## config.mk

```make
export PLATFORM = sky130hd
export DESIGN_NAME = clk_div_meter_flat
export DESIGN_NICKNAME = d
export VERILOG_FILES = /design/src/rtl/clk_div_meter_if.sv /design/src/rtl/clk_div_meter.sv /design/src/flat_wrapper.sv
export SDC_FILE = /design/constraint.sdc
export NUM_CORES = 1
export LEC_CHECK = 0
export CAP_MARGIN = 20
export CORE_MARGIN = 1
export CORE_UTILIZATION = 44
export CTS_CLUSTER_SIZE = 25
export DETAILED_ROUTE_END_ITERATION = 10
export HOLD_SLACK_MARGIN = 0.02
export PLACE_DENSITY = 0.64
export RECOVER_POWER = 25
export SLEW_MARGIN = 20
export SYNTH_ARGS = -nofsm -noshare
export SYNTH_HDL_FRONTEND = slang
export SYNTH_SLANG_ARGS = --single-unit
```

## constraint.sdc

```tcl
create_clock -name clk -period 5.8 [get_ports clk]
set_clock_uncertainty 0.15 [all_clocks]
set_input_delay 0.87 -clock clk [delete_from_list [all_inputs] [get_ports clk]]
set_output_delay 0.87 -clock clk [all_outputs]
set_load 0.02 [all_outputs]
```

## src/rtl/clk_div_meter_if.sv

```systemverilog
// Measurement bus for clk_div_meter: control in,
// high/low/period results and status flags out.
interface clk_div_meter_if #(
  parameter int CW = 16
);
  logic          en;
  logic          din;
  logic [CW-1:0] high_time;
  logic [CW-1:0] low_time;
  logic [CW:0]   period;
  logic          meas_valid;
  logic          balanced;
  logic          locked;
  logic          timeout;

  modport master (
    input  en,
    input  din,
    output high_time,
    output low_time,
    output period,
    output meas_valid,
    output balanced,
    output locked,
    output timeout
  );

  modport slave (
    output en,
    output din,
    input  high_time,
    input  low_time,
    input  period,
    input  meas_valid,
    input  balanced,
    input  locked,
    input  timeout
  );
endinterface

```

## src/rtl/clk_div_meter.sv

```systemverilog
// Measures high/low/period of an async divided clock in clk cycles,
// with duty-balance, ratio-lock and counter-saturation flags.
module clk_div_meter #(
  parameter int CW         = 16,
  parameter int STABLE_CNT = 4
) (
  input  logic             clk,
  input  logic             rst,
  clk_div_meter_if.master  m
);
  localparam int MW = $clog2(STABLE_CNT + 1);
  localparam logic [MW-1:0] SC   = MW'(STABLE_CNT);
  localparam logic [MW-1:0] ONE  = MW'(1);
  localparam logic [CW-1:0] CMAX = '1;

  localparam logic [1:0] IDLE = 2'd0;
  localparam logic [1:0] SYNC = 2'd1;
  localparam logic [1:0] HIGH = 2'd2;
  localparam logic [1:0] LOW  = 2'd3;

  logic [1:0]    state;
  logic          s1, s2, d;
  logic [CW-1:0] hcnt, lcnt;
  logic [MW-1:0] mcnt, mnext;
  logic [CW:0]   pnew;
  logic [CW-1:0] diff;
  logic          rise, fall, sat, bal;

  assign rise = s2 & ~d;
  assign fall = ~s2 & d;
  assign pnew = {1'b0, hcnt} + {1'b0, lcnt};
  assign diff = (hcnt >= lcnt) ? hcnt - lcnt
                               : lcnt - hcnt;
  assign bal  = (diff <= CW'(1));
  assign sat  = (state == LOW) ? (lcnt == CMAX)
                               : (hcnt == CMAX);

  // previous period is the published one; mcnt==0 marks "none yet"
  always_comb begin
    mnext = ONE;
    if (mcnt != '0 && pnew == m.period)
      mnext = (mcnt == SC) ? SC : mcnt + ONE;
  end

  always_ff @(posedge clk) begin
    if (rst) begin
      s1           <= 1'b0;
      s2           <= 1'b0;
      d            <= 1'b0;
      state        <= IDLE;
      hcnt         <= '0;
      lcnt         <= '0;
      mcnt         <= '0;
      m.high_time  <= '0;
      m.low_time   <= '0;
      m.period     <= '0;
      m.meas_valid <= 1'b0;
      m.balanced   <= 1'b0;
      m.locked     <= 1'b0;
      m.timeout    <= 1'b0;
    end else begin
      s1           <= m.din;
      s2           <= s1;
      d            <= s2;
      m.meas_valid <= 1'b0;
      if (!m.en) begin
        state    <= IDLE;
        hcnt     <= '0;
        lcnt     <= '0;
        mcnt     <= '0;
        m.locked  <= 1'b0;
        m.timeout <= 1'b0;
      end else if (state != IDLE && sat) begin
        // saturation beats any coincident edge
        state     <= SYNC;
        hcnt      <= '0;
        mcnt      <= '0;
        m.locked  <= 1'b0;
        m.timeout <= 1'b1;
      end else begin
        unique case (state)
          IDLE: begin
            state <= SYNC;
            hcnt  <= '0;
          end
          SYNC: begin
            if (rise) begin
              hcnt  <= CW'(1);
              state <= HIGH;
            end else begin
              hcnt <= hcnt + CW'(1);
            end
          end
          HIGH: begin
            if (fall) begin
              lcnt  <= CW'(1);
              state <= LOW;
            end else if (s2) begin
              hcnt <= hcnt + CW'(1);
            end
          end
          LOW: begin
            if (rise) begin
              m.high_time  <= hcnt;
              m.low_time   <= lcnt;
              m.period     <= pnew;
              m.balanced   <= bal;
              m.meas_valid <= 1'b1;
              mcnt         <= mnext;
              m.locked     <= (mnext == SC);
              hcnt         <= CW'(1);
              state        <= HIGH;
            end else if (!s2) begin
              lcnt <= lcnt + CW'(1);
            end
          end
        endcase
      end
    end
  end
endmodule
```

## src/flat_wrapper.sv

```systemverilog
// flat-port wrapper written by rule: the top's interface ports become plain ports
module clk_div_meter_flat 
#(
  parameter int CW         = 16,
  parameter int STABLE_CNT = 4
)
  (clk, rst, m_en, m_din, m_high_time, m_low_time, m_period, m_meas_valid, m_balanced, m_locked, m_timeout);
  clk_div_meter_if #(.CW(CW)) m_i ();
  input  logic clk;
  input  logic rst;
  input wire logic [$bits(m_i.en)-1:0] m_en;
  input wire logic [$bits(m_i.din)-1:0] m_din;
  output wire logic [$bits(m_i.high_time)-1:0] m_high_time;
  output wire logic [$bits(m_i.low_time)-1:0] m_low_time;
  output wire logic [$bits(m_i.period)-1:0] m_period;
  output wire logic [$bits(m_i.meas_valid)-1:0] m_meas_valid;
  output wire logic [$bits(m_i.balanced)-1:0] m_balanced;
  output wire logic [$bits(m_i.locked)-1:0] m_locked;
  output wire logic [$bits(m_i.timeout)-1:0] m_timeout;
  assign m_i.en = m_en;
  assign m_i.din = m_din;
  assign m_high_time = m_i.high_time;
  assign m_low_time = m_i.low_time;
  assign m_period = m_i.period;
  assign m_meas_valid = m_i.meas_valid;
  assign m_balanced = m_i.balanced;
  assign m_locked = m_i.locked;
  assign m_timeout = m_i.timeout;
  clk_div_meter #(.CW(CW), .STABLE_CNT(STABLE_CNT)) u_core (.clk(clk), .rst(rst), .m(m_i));
endmodule
```

==> flow_summary.html, run 1 <==
<table>
<tr><th>Metric</th><th>Value</th></tr>
<tr><th colspan="2">Setup path</th></tr>
<tr><td>Cell with the biggest individual delay on the critical path</td><td>sky130_fd_sc_hd__ha_1</td></tr>
<tr><td>CP most frequent cell</td><td>sky130_fd_sc_hd__or4_1</td></tr>
<tr><td>Critical-path maximum fanout</td><td>12</td></tr>
<tr><td>Setup crit start kind</td><td>flip-flop</td></tr>
<tr><td>Required time worst endpoint</td><td>5.90 ns</td></tr>
<tr><td>Critical-path cell list</td><td>inv_1 &gt; ha_1 &gt; nor2b_1 &gt; a2111oi_4 &gt; nor4b_1 &gt; or4_1 &gt; or4_1 &gt; nor4b_2 &gt; nand4_1 &gt; o21a_1</td></tr>
<tr><td>Delay of the slowest critical-path stage</td><td>0.58 ns</td></tr>
<tr><td>Kind of critical path</td><td>reg2reg</td></tr>
<tr><td>Cell depth of the worst flop-to-flop path</td><td>10</td></tr>
<tr><td>Setup crit end kind</td><td>flip-flop</td></tr>
<tr><td>Worst path arrival time</td><td>4.02 ns</td></tr>
<tr><th colspan="2">Finish</th></tr>
<tr><td>Final core utilization</td><td>51.6%</td></tr>
<tr><td>Leading cell types in the layout, fill and taps excluded</td><td>117 x sky130_fd_sc_hd__nand2_1, 93 x sky130_fd_sc_hd__dfxtp_1, 86 x sky130_fd_sc_hd__nor2_1, 86 x sky130_fd_sc_hd__a21oi_1, 54 x sky130_fd_sc_hd__xnor2_1</td></tr>
<tr><td>Area taken by flip-flops and latches</td><td>1860 um2</td></tr>
<tr><td>Multi-input combinational cell area</td><td>4420 um2</td></tr>
<tr><td>Synthesis-to-finish area growth</td><td>13.9%</td></tr>
<tr><td>Final non-filler cell total</td><td>1,090</td></tr>
<tr><td>Inserted Diodes</td><td>0</td></tr>
<tr><td>Filler Cell Count</td><td>1,453</td></tr>
<tr><td>Most common library cell in the layout ignoring fill and taps</td><td>sky130_fd_sc_hd__nand2_1</td></tr>
<tr><td>Proportion of layout cells with a drive suffix above 1</td><td>4.97%</td></tr>
<tr><td>Nets@finish</td><td>960</td></tr>
<tr><th colspan="2">Place</th></tr>
<tr><td># port buffers</td><td>56</td></tr>
<tr><td>Number of placed instances, taps included</td><td>1,075</td></tr>
<tr><td>DPL Wire Length</td><td>14,100 um</td></tr>
<tr><td>Worst setup slack before clock tree synthesis</td><td>1.91 ns</td></tr>
<tr><td>Placer congestion estimate</td><td>0.934</td></tr>
<tr><th colspan="2">Flow run</th></tr>
<tr><td>Count of maximum capacitance violations</td><td>1</td></tr>
<tr><th colspan="2">Yosys</th></tr>
<tr><td>Most common flop cell mapped by yosys</td><td>sky130_fd_sc_hd__dfxtp_1</td></tr>
<tr><td>Synth Register Bits</td><td>93</td></tr>
<tr><td>Total of warnings raised by yosys</td><td>0</td></tr>
<tr><td>Share of synthesized registers carrying an async set or reset</td><td>0%</td></tr>
<tr><td>Fraction of the yosys area taken by sequential cells</td><td>28.1%</td></tr>
<tr><td>Number of distinct library cells after synthesis</td><td>77</td></tr>
<tr><td>Synth Cell Area</td><td>6630 um2</td></tr>
<tr><td>Post-Syn Area per Cell</td><td>7.63 um2</td></tr>
<tr><td>Post-synthesis net count</td><td>927</td></tr>
<tr><td>Instance count of the mapped netlist</td><td>869</td></tr>
<tr><td>Post-synth EDFFs</td><td>0</td></tr>
<tr><th colspan="2">STA</th></tr>
<tr><td>Slew at the pin closest to its max-slew limit</td><td>2.51 ns</td></tr>
<tr><td>Minimum clock period</td><td>3.92 ns</td></tr>
<tr><td>Final Hold Violating Endpoints</td><td>0</td></tr>
<tr><td>Post-route setup slack</td><td>1.88 ns</td></tr>
<tr><td>Max transition margin</td><td>-67.1%</td></tr>
<tr><td>Final max-slew violation count</td><td>54</td></tr>
<tr><td>Achievable frequency</td><td>0.255 GHz</td></tr>
<tr><td>Final clock period utilization by the worst path</td><td>67.6%</td></tr>
<tr><td>Setup violators final</td><td>0</td></tr>
<tr><td>RSZ-0062 raised after global routing</td><td>false</td></tr>
<tr><td>Setup TNS</td><td>0 ns</td></tr>
<tr><th colspan="2">Status</th></tr>
<tr><td>Violations in the final reports</td><td>DRC, capacitance limit, slew limit</td></tr>
<tr><td>Result of the run</td><td>finished, violations left</td></tr>
<tr><th colspan="2">Global routing</th></tr>
<tr><td>Grt met2 use</td><td>38.0%</td></tr>
<tr><td>Vias in the first global route</td><td>5,911</td></tr>
<tr><td>Routing usage on met3</td><td>3.01%</td></tr>
<tr><td>GRT busiest layer</td><td>met2</td></tr>
<tr><td>All-layer global routing usage</td><td>24.7%</td></tr>
<tr><td>GR met1 Demand/Resource</td><td>34.5%</td></tr>
<tr><td>Residual overflow from global routing</td><td>0</td></tr>
<tr><td>Initial antenna violation count</td><td>0</td></tr>
<tr><td>Wire length of the first global-routing pass</td><td>30,500 um</td></tr>
<tr><td>Largest net degree at the start of global routing</td><td>59</td></tr>
<tr><th colspan="2">Route</th></tr>
<tr><td>Detailed Route WL</td><td>18,700 um</td></tr>
<tr><td>Per-cell routed wire length</td><td>17.2 um</td></tr>
<tr><td>Post-detailed-route DRC marker count</td><td>8</td></tr>
<tr><td>Detailed-route vias per instance</td><td>5.65</td></tr>
<tr><td>DRC violation total after the first TritonRoute iteration</td><td>440</td></tr>
<tr><td>Total via count after detailed routing</td><td>6,157</td></tr>
<tr><td>Number of detailed-route iterations in the first pass</td><td>8</td></tr>
<tr><td>Number of antenna-violating nets in the routed design</td><td>0</td></tr>
<tr><th colspan="2">CTS</th></tr>
<tr><td>Number of hold buffers added after CTS</td><td>0</td></tr>
<tr><td>CTS HTree Levels</td><td>3</td></tr>
<tr><td>Buffer count from post-CTS setup fixing</td><td>0</td></tr>
<tr><td>Number of sinks on the clock net</td><td>93</td></tr>
<tr><td>Cts bufs inserted</td><td>9</td></tr>
<tr><td>Maximum number of buffers from clock root to sink</td><td>2</td></tr>
<tr><td>Clock-pin slew of the registers on the worst-case setup and hold paths</td><td>0.08 ns</td></tr>
<tr><td>CTS tree</td><td>done</td></tr>
<tr><td>Number of instances resized during post-cts repair</td><td>0</td></tr>
<tr><td>Root Driver</td><td>sky130_fd_sc_hd__clkbuf_16</td></tr>
<tr><td>Clk Latency, worst-skew pair</td><td>0.36 ns</td></tr>
<tr><th colspan="2">Die</th></tr>
<tr><td>Die Area</td><td>15,600 um2</td></tr>
<tr><td>Overall die height</td><td>125 um</td></tr>
<tr><td>Ports placed on the boundary</td><td>57</td></tr>
<tr><td>Initial Utilization</td><td>45.3%</td></tr>
<tr><td>Core Rows</td><td>44</td></tr>
<tr><td>Placeable Area</td><td>14,600 um2</td></tr>
<tr><td>Die W</td><td>125 um</td></tr>
<tr><th colspan="2">Hold path</th></tr>
<tr><td>Class of the worst hold path</td><td>reg2reg</td></tr>
<tr><td>Min-Delay Path Depth</td><td>1</td></tr>
<tr><th colspan="2">Power</th></tr>
<tr><td>Overall Power</td><td>0.00125 W</td></tr>
<tr><td>Cell leakage power</td><td>2.86 nW</td></tr>
<tr><td>P per Cell Area</td><td>165 nW/um2</td></tr>
<tr><td>Peak supply drop</td><td>149 uV</td></tr>
</table>
[per-stage QoR]
step | area (um2) | hold WS, ns
6_report | 7550 | 0.294
5_1_grt | 7550 | 0.316
4_1_cts | 7560 | 0.305
3_5_place_dp | 7290 | 0.288
3_3_place_gp | 7290 | 0.292
2_1_floorplan | 6630 | 0.264
[cell usage after synthesis (17+ instances only)]
cell type                  number  share of area, %
sky130_fd_sc_hd__a21oi_1       86               6.5
sky130_fd_sc_hd__nor2_1        87               4.9
sky130_fd_sc_hd__a211oi_1      17               1.9
sky130_fd_sc_hd__nand3_1       29               2.2
sky130_fd_sc_hd__dfxtp_1       93                28
sky130_fd_sc_hd__nand2_1      117               6.6
sky130_fd_sc_hd__clkbuf_1      24               1.4
sky130_fd_sc_hd__ha_1          51               9.6
sky130_fd_sc_hd__inv_1         53               3.0
sky130_fd_sc_hd__xnor2_1       54               7.1
sky130_fd_sc_hd__o21ai_0       34               2.6
[critical path, delay by kind of cell, from the launching register on]
| kind | cells | cell delay [ns] |
|---|---|---|
| and+or+nand+nor | 6 | 1.78 |
| DFF | 1 | 0.44 |
| buffers and inverters | 1 | 0.12 |
| adders and majority gates | 1 | 0.58 |
| AOI/OAI and AO/OA | 2 | 0.73 |
[power breakdown]
part            total, W  internal (W)  switching [W]  leakage [nW]
Combinational  0.0000263    0.00000750      0.0000188          1.98
Clock           0.000577      0.000293       0.000284         0.132
Sequential      0.000642      0.000639     0.00000246         0.749
Total            0.00125      0.000940       0.000305          2.86
[logic make-up (layout without fill, tap and decap cells)]
logic type      Yosys count  after routing  share of synthesized area (%)
compound gates          214            214                           20.9
buf+inv                  91            128                           5.47
flops                    93             93                           28.1
simple gates            348            348                           25.5
xor+xnor                 60             60                           8.13
fa+ha+maj                54             54                           10.5
mux                       9              9                           1.43
[area by class of cell]
| cell class | instances | area share [%] |
|---|---|---|
| clock buffers | 9 | 2.98 |
| clock inverters | 6 | 0.629 |
| inverters | 54 | 2.68 |
| multi-input cells | 685 | 58.5 |
| flip-flops and latches | 93 | 24.6 |
| well taps | 184 | 3.05 |
| repair buffers | 59 | 7.54 |
[state kept, by name (all words and copies together), names as in the netlist, 2 cells and up]
register            count
u_core.mcnt             3
u_core.m.high_time     16
u_core.lcnt            16
u_core.state            2
u_core.hcnt            16
u_core.m.low_time      16
u_core.m.period        17
[metal layers]
layer,part of all wire (%),up-vias
met4,3.0,0
met3,4.5,34
met5,0,-
li1,-,3078
met1,49,2867
met2,43,178
[final timing paths]
kind | startpoint | to | slack, ns
max | u_core.lcnt[12] | u_core.mcnt[0] | 1.88
min | u_core.s1 | u_core.s2 | 0.29
max reg2reg | u_core.lcnt[12] | u_core.mcnt[0] | 1.88
min reg2reg | u_core.s1 | u_core.s2 | 0.29
No activity file was read; power rests on OpenSTA's default activity.
==> run 2: changes to the inputs <==
--- a/config.mk
+++ b/config.mk
@@ -11,7 +11,7 @@
 export CTS_CLUSTER_SIZE = 25
 export DETAILED_ROUTE_END_ITERATION = 10
 export HOLD_SLACK_MARGIN = 0.02
-export PLACE_DENSITY = 0.64
+export PLACE_DENSITY = 0.67
 export RECOVER_POWER = 25
 export SLEW_MARGIN = 20
 export SYNTH_ARGS = -nofsm -noshare
==> constraint.sdc (replaced) <==
create_clock -name clk -period 3.6 [get_ports clk]
set_clock_uncertainty 0.15 [all_clocks]
set_input_delay 0.54 -clock clk [delete_from_list [all_inputs] [get_ports clk]]
set_output_delay 0.54 -clock clk [all_outputs]
set_load 0.02 [all_outputs]
==> flow_summary.html, run 2 (synthesized netlist as in run 1, its figures left out) <==
<table>
<tr><th>Metric</th><th>Value</th></tr>
<tr><th colspan="2">Setup path</th></tr>
<tr><td>Delay of the slowest critical-path stage</td><td>0.52 ns</td></tr>
<tr><td>Worst path arrival time</td><td>3.61 ns</td></tr>
<tr><td>Cell with the biggest individual delay on the critical path</td><td>sky130_fd_sc_hd__fa_1</td></tr>
<tr><td>Setup crit end kind</td><td>flip-flop</td></tr>
<tr><td>Setup crit start kind</td><td>flip-flop</td></tr>
<tr><td>Critical-path cell list</td><td>ha_2 &gt; inv_1 &gt; fa_1 &gt; o21ai_0 &gt; a211oi_1 &gt; o21ai_1 &gt; or4_1 &gt; or4_4 &gt; nor4b_4 &gt; nand4_1 &gt; buf_4 &gt; o21a_1</td></tr>
<tr><td>Number of buffers and inverters on the critical path</td><td>2</td></tr>
<tr><td>Cell class contributing the biggest share of worst-path delay</td><td>simple AND/OR/NAND/NOR gates</td></tr>
<tr><td>Required time worst endpoint</td><td>3.70 ns</td></tr>
<tr><td>Critical-path maximum fanout</td><td>4</td></tr>
<tr><td>Kind of critical path</td><td>reg2reg</td></tr>
<tr><th colspan="2">Power</th></tr>
<tr><td>Psw</td><td>0.000471 W</td></tr>
<tr><td>Switching share of total power</td><td>23.5%</td></tr>
<tr><td>Cell leakage power</td><td>3.15 nW</td></tr>
<tr><td>Combinational share of power</td><td>2.4%</td></tr>
<tr><td>Flop pwr share</td><td>51.4%</td></tr>
<tr><td>Cell internal power dissipation</td><td>0.00154 W</td></tr>
<tr><td>P per Cell Area</td><td>251 nW/um2</td></tr>
<tr><td>Clock share of power</td><td>46.3%</td></tr>
<tr><td>Peak supply drop</td><td>205 uV</td></tr>
<tr><th colspan="2">Finish</th></tr>
<tr><td>Nets@finish</td><td>1,013</td></tr>
<tr><td>Proportion of layout cells with a drive suffix above 1</td><td>11.5%</td></tr>
<tr><td>Most common library cell in the layout ignoring fill and taps</td><td>sky130_fd_sc_hd__nand2_1</td></tr>
<tr><td>Final non-filler cell total</td><td>1,144</td></tr>
<tr><td>Filler Cell Count</td><td>1,421</td></tr>
<tr><td>Top reg by flops</td><td>u_core.m.period</td></tr>
<tr><td>Inserted Diodes</td><td>0</td></tr>
<tr><td>Max reg flops</td><td>17</td></tr>
<tr><td>Leading cell types in the layout, fill and taps excluded</td><td>117 x sky130_fd_sc_hd__nand2_1, 90 x sky130_fd_sc_hd__dfxtp_1, 85 x sky130_fd_sc_hd__nor2_1, 83 x sky130_fd_sc_hd__a21oi_1</td></tr>
<tr><td>Synthesis-to-finish area growth</td><td>20.9%</td></tr>
<tr><th colspan="2">STA</th></tr>
<tr><td>Final clock period utilization by the worst path</td><td>97.5%</td></tr>
<tr><td>Max transition margin</td><td>-61.4%</td></tr>
<tr><td>Final max-slew violation count</td><td>55</td></tr>
<tr><td>Slew at the pin closest to its max-slew limit</td><td>2.42 ns</td></tr>
<tr><td>Final Hold Violating Endpoints</td><td>0</td></tr>
<tr><td>Minimum clock period</td><td>3.51 ns</td></tr>
<tr><td>Achievable frequency</td><td>0.285 GHz</td></tr>
<tr><td>Worst-case hold slack</td><td>0.287 ns</td></tr>
<tr><td>Setup violators final</td><td>0</td></tr>
<tr><td>RSZ-0062 raised after global routing</td><td>true</td></tr>
<tr><th colspan="2">Status</th></tr>
<tr><td>Violations in the final reports</td><td>DRC, capacitance limit, slew limit</td></tr>
<tr><td>Result of the run</td><td>finished, violations left</td></tr>
<tr><th colspan="2">Die</th></tr>
<tr><td>Die Area</td><td>15,600 um2</td></tr>
<tr><td>Ports placed on the boundary</td><td>57</td></tr>
<tr><td>Overall die height</td><td>125 um</td></tr>
<tr><td>Die W</td><td>125 um</td></tr>
<tr><td>Placeable Area</td><td>14,600 um2</td></tr>
<tr><td>Core Rows</td><td>44</td></tr>
<tr><td>Initial Utilization</td><td>45.3%</td></tr>
<tr><th colspan="2">Hold path</th></tr>
<tr><td>Class of the worst hold path</td><td>reg2reg</td></tr>
<tr><th colspan="2">Place</th></tr>
<tr><td># port buffers</td><td>56</td></tr>
<tr><td>Number of placed instances, taps included</td><td>1,125</td></tr>
<tr><td>DPL Wire Length</td><td>14,600 um</td></tr>
<tr><td>Placer congestion estimate</td><td>0.972</td></tr>
<tr><th colspan="2">CTS</th></tr>
<tr><td>Maximum number of buffers from clock root to sink</td><td>2</td></tr>
<tr><td>CTS HTree Levels</td><td>3</td></tr>
<tr><td>Number of hold buffers added after CTS</td><td>0</td></tr>
<tr><td>Number of sinks on the clock net</td><td>93</td></tr>
<tr><td>Root Driver</td><td>sky130_fd_sc_hd__clkbuf_16</td></tr>
<tr><td>Clk Latency, worst-skew pair</td><td>0.36 ns</td></tr>
<tr><td>Cts bufs inserted</td><td>9</td></tr>
<tr><td>Clock-pin slew of the registers on the worst-case setup and hold paths</td><td>0.07 ns</td></tr>
<tr><td>CTS tree</td><td>done</td></tr>
<tr><th colspan="2">Route</th></tr>
<tr><td>Detailed-route vias per instance</td><td>5.64</td></tr>
<tr><td>Total via count after detailed routing</td><td>6,452</td></tr>
<tr><td>Post-detailed-route DRC marker count</td><td>2</td></tr>
<tr><td>Detailed Route WL</td><td>18,800 um</td></tr>
<tr><td>Per-cell routed wire length</td><td>16.4 um</td></tr>
<tr><td>Number of antenna-violating nets in the routed design</td><td>0</td></tr>
<tr><td>Number of detailed-route iterations in the first pass</td><td>8</td></tr>
<tr><td>DRC violation total after the first TritonRoute iteration</td><td>441</td></tr>
<tr><th colspan="2">Global routing</th></tr>
<tr><td>Vias in the first global route</td><td>5,981</td></tr>
<tr><td>Wire length of the first global-routing pass</td><td>30,600 um</td></tr>
<tr><td>Largest net degree at the start of global routing</td><td>55</td></tr>
<tr><td>Initial antenna violation count</td><td>0</td></tr>
<tr><td>Residual overflow from global routing</td><td>0</td></tr>
<tr><td>All-layer global routing usage</td><td>24.7%</td></tr>
<tr><th colspan="2">Flow run</th></tr>
<tr><td>Count of maximum capacitance violations</td><td>1</td></tr>
</table>
run 2: worst reg2reg max path, stage by stage, from the launching register on:
cell,delay (ns)
sky130_fd_sc_hd__dfxtp_2,0.36
sky130_fd_sc_hd__ha_2,0.19
sky130_fd_sc_hd__inv_1,0.05
sky130_fd_sc_hd__fa_1,0.52
sky130_fd_sc_hd__o21ai_0,0.08
sky130_fd_sc_hd__a211oi_1,0.27
sky130_fd_sc_hd__o21ai_1,0.09
sky130_fd_sc_hd__or4_1,0.49
sky130_fd_sc_hd__or4_4,0.50
sky130_fd_sc_hd__nor4b_4,0.23
sky130_fd_sc_hd__nand4_1,0.10
sky130_fd_sc_hd__buf_4,0.17
sky130_fd_sc_hd__o21a_1,0.19
run 2: what timing repair did:
| item | CTS | global route |
|---|---|---|
| gates resized for setup | 1 | 11 |
| setup endpoints to repair | 4 | 5 |
| setup buffers | 1 | 2 |
| pin swaps | 1 | 4 |
| hold endpoints to repair | 0 | 0 |
run 2: area by class of cell:
| type | count | area (um2) | area share, % |
|---|---|---|---|
| clock buffer | 10 | 239 | 2.98 |
| clock inverter | 6 | 45.0 | 0.562 |
| inverter | 54 | 203 | 2.53 |
| multi-input combinational | 685 | 4450 | 55.5 |
| sequential | 93 | 1870 | 23.3 |
| tap | 184 | 230 | 2.87 |
| timing repair buffer | 112 | 983 | 12.3 |
run 2: stage by stage:
stage / total power [W] / area (um2) / setup WS, ns / TNS (ns) / utilization, %
finish: 0.00201 / 8020 / 0.0888 / 0 / 54.8
global route: 0.00208 / 8020 / -0.0425 / -0.0425 / 54.8
CTS: 0.00203 / 7970 / 0.0139 / 0 / 54.4
detailed placement: 0.00110 / 7680 / -0.107 / -0.153 / 52.4
global placement: 0.00110 / 7680 / -0.0363 / -0.0363 / 52.4
floorplan: 0.00109 / 6630 / 0.175 / 0 / -
run 2: path summary, 6_finish.rpt:
path	from	end	slack, ns	cells past startpoint
setup / recovery	u_core.lcnt[0]	u_core.mcnt[0]	0.09	12
hold / removal	u_core.s1	u_core.s2	0.29	1
setup reg to reg	u_core.lcnt[0]	u_core.mcnt[0]	0.09	12
hold reg to reg	u_core.s1	u_core.s2	0.29	1
run 2: power by group through the flow:
stage	clock [W]	combinational, W	sequential, W
after floorplan	0	0.0000306	0.00106
after global placement	0	0.0000464	0.00106
after detailed placement	0	0.0000466	0.00106
after CTS	0.000949	0.0000468	0.00103
after global routing	0.000993	0.0000521	0.00103
final	0.000930	0.0000473	0.00103
run 2: routing by layer:
| layer | routed length [um] | vias up | GRT usage [%] |
|---|---|---|---|
| met3 | 1010 | 23 | 3.95 |
| li1 | - | 3202 | - |
| met4 | 303 | 0 | 6.90 |
| met2 | 8290 | 193 | 38.8 |
| met5 | 0 | - | 0 |
| met1 | 9170 | 3034 | 34.7 |
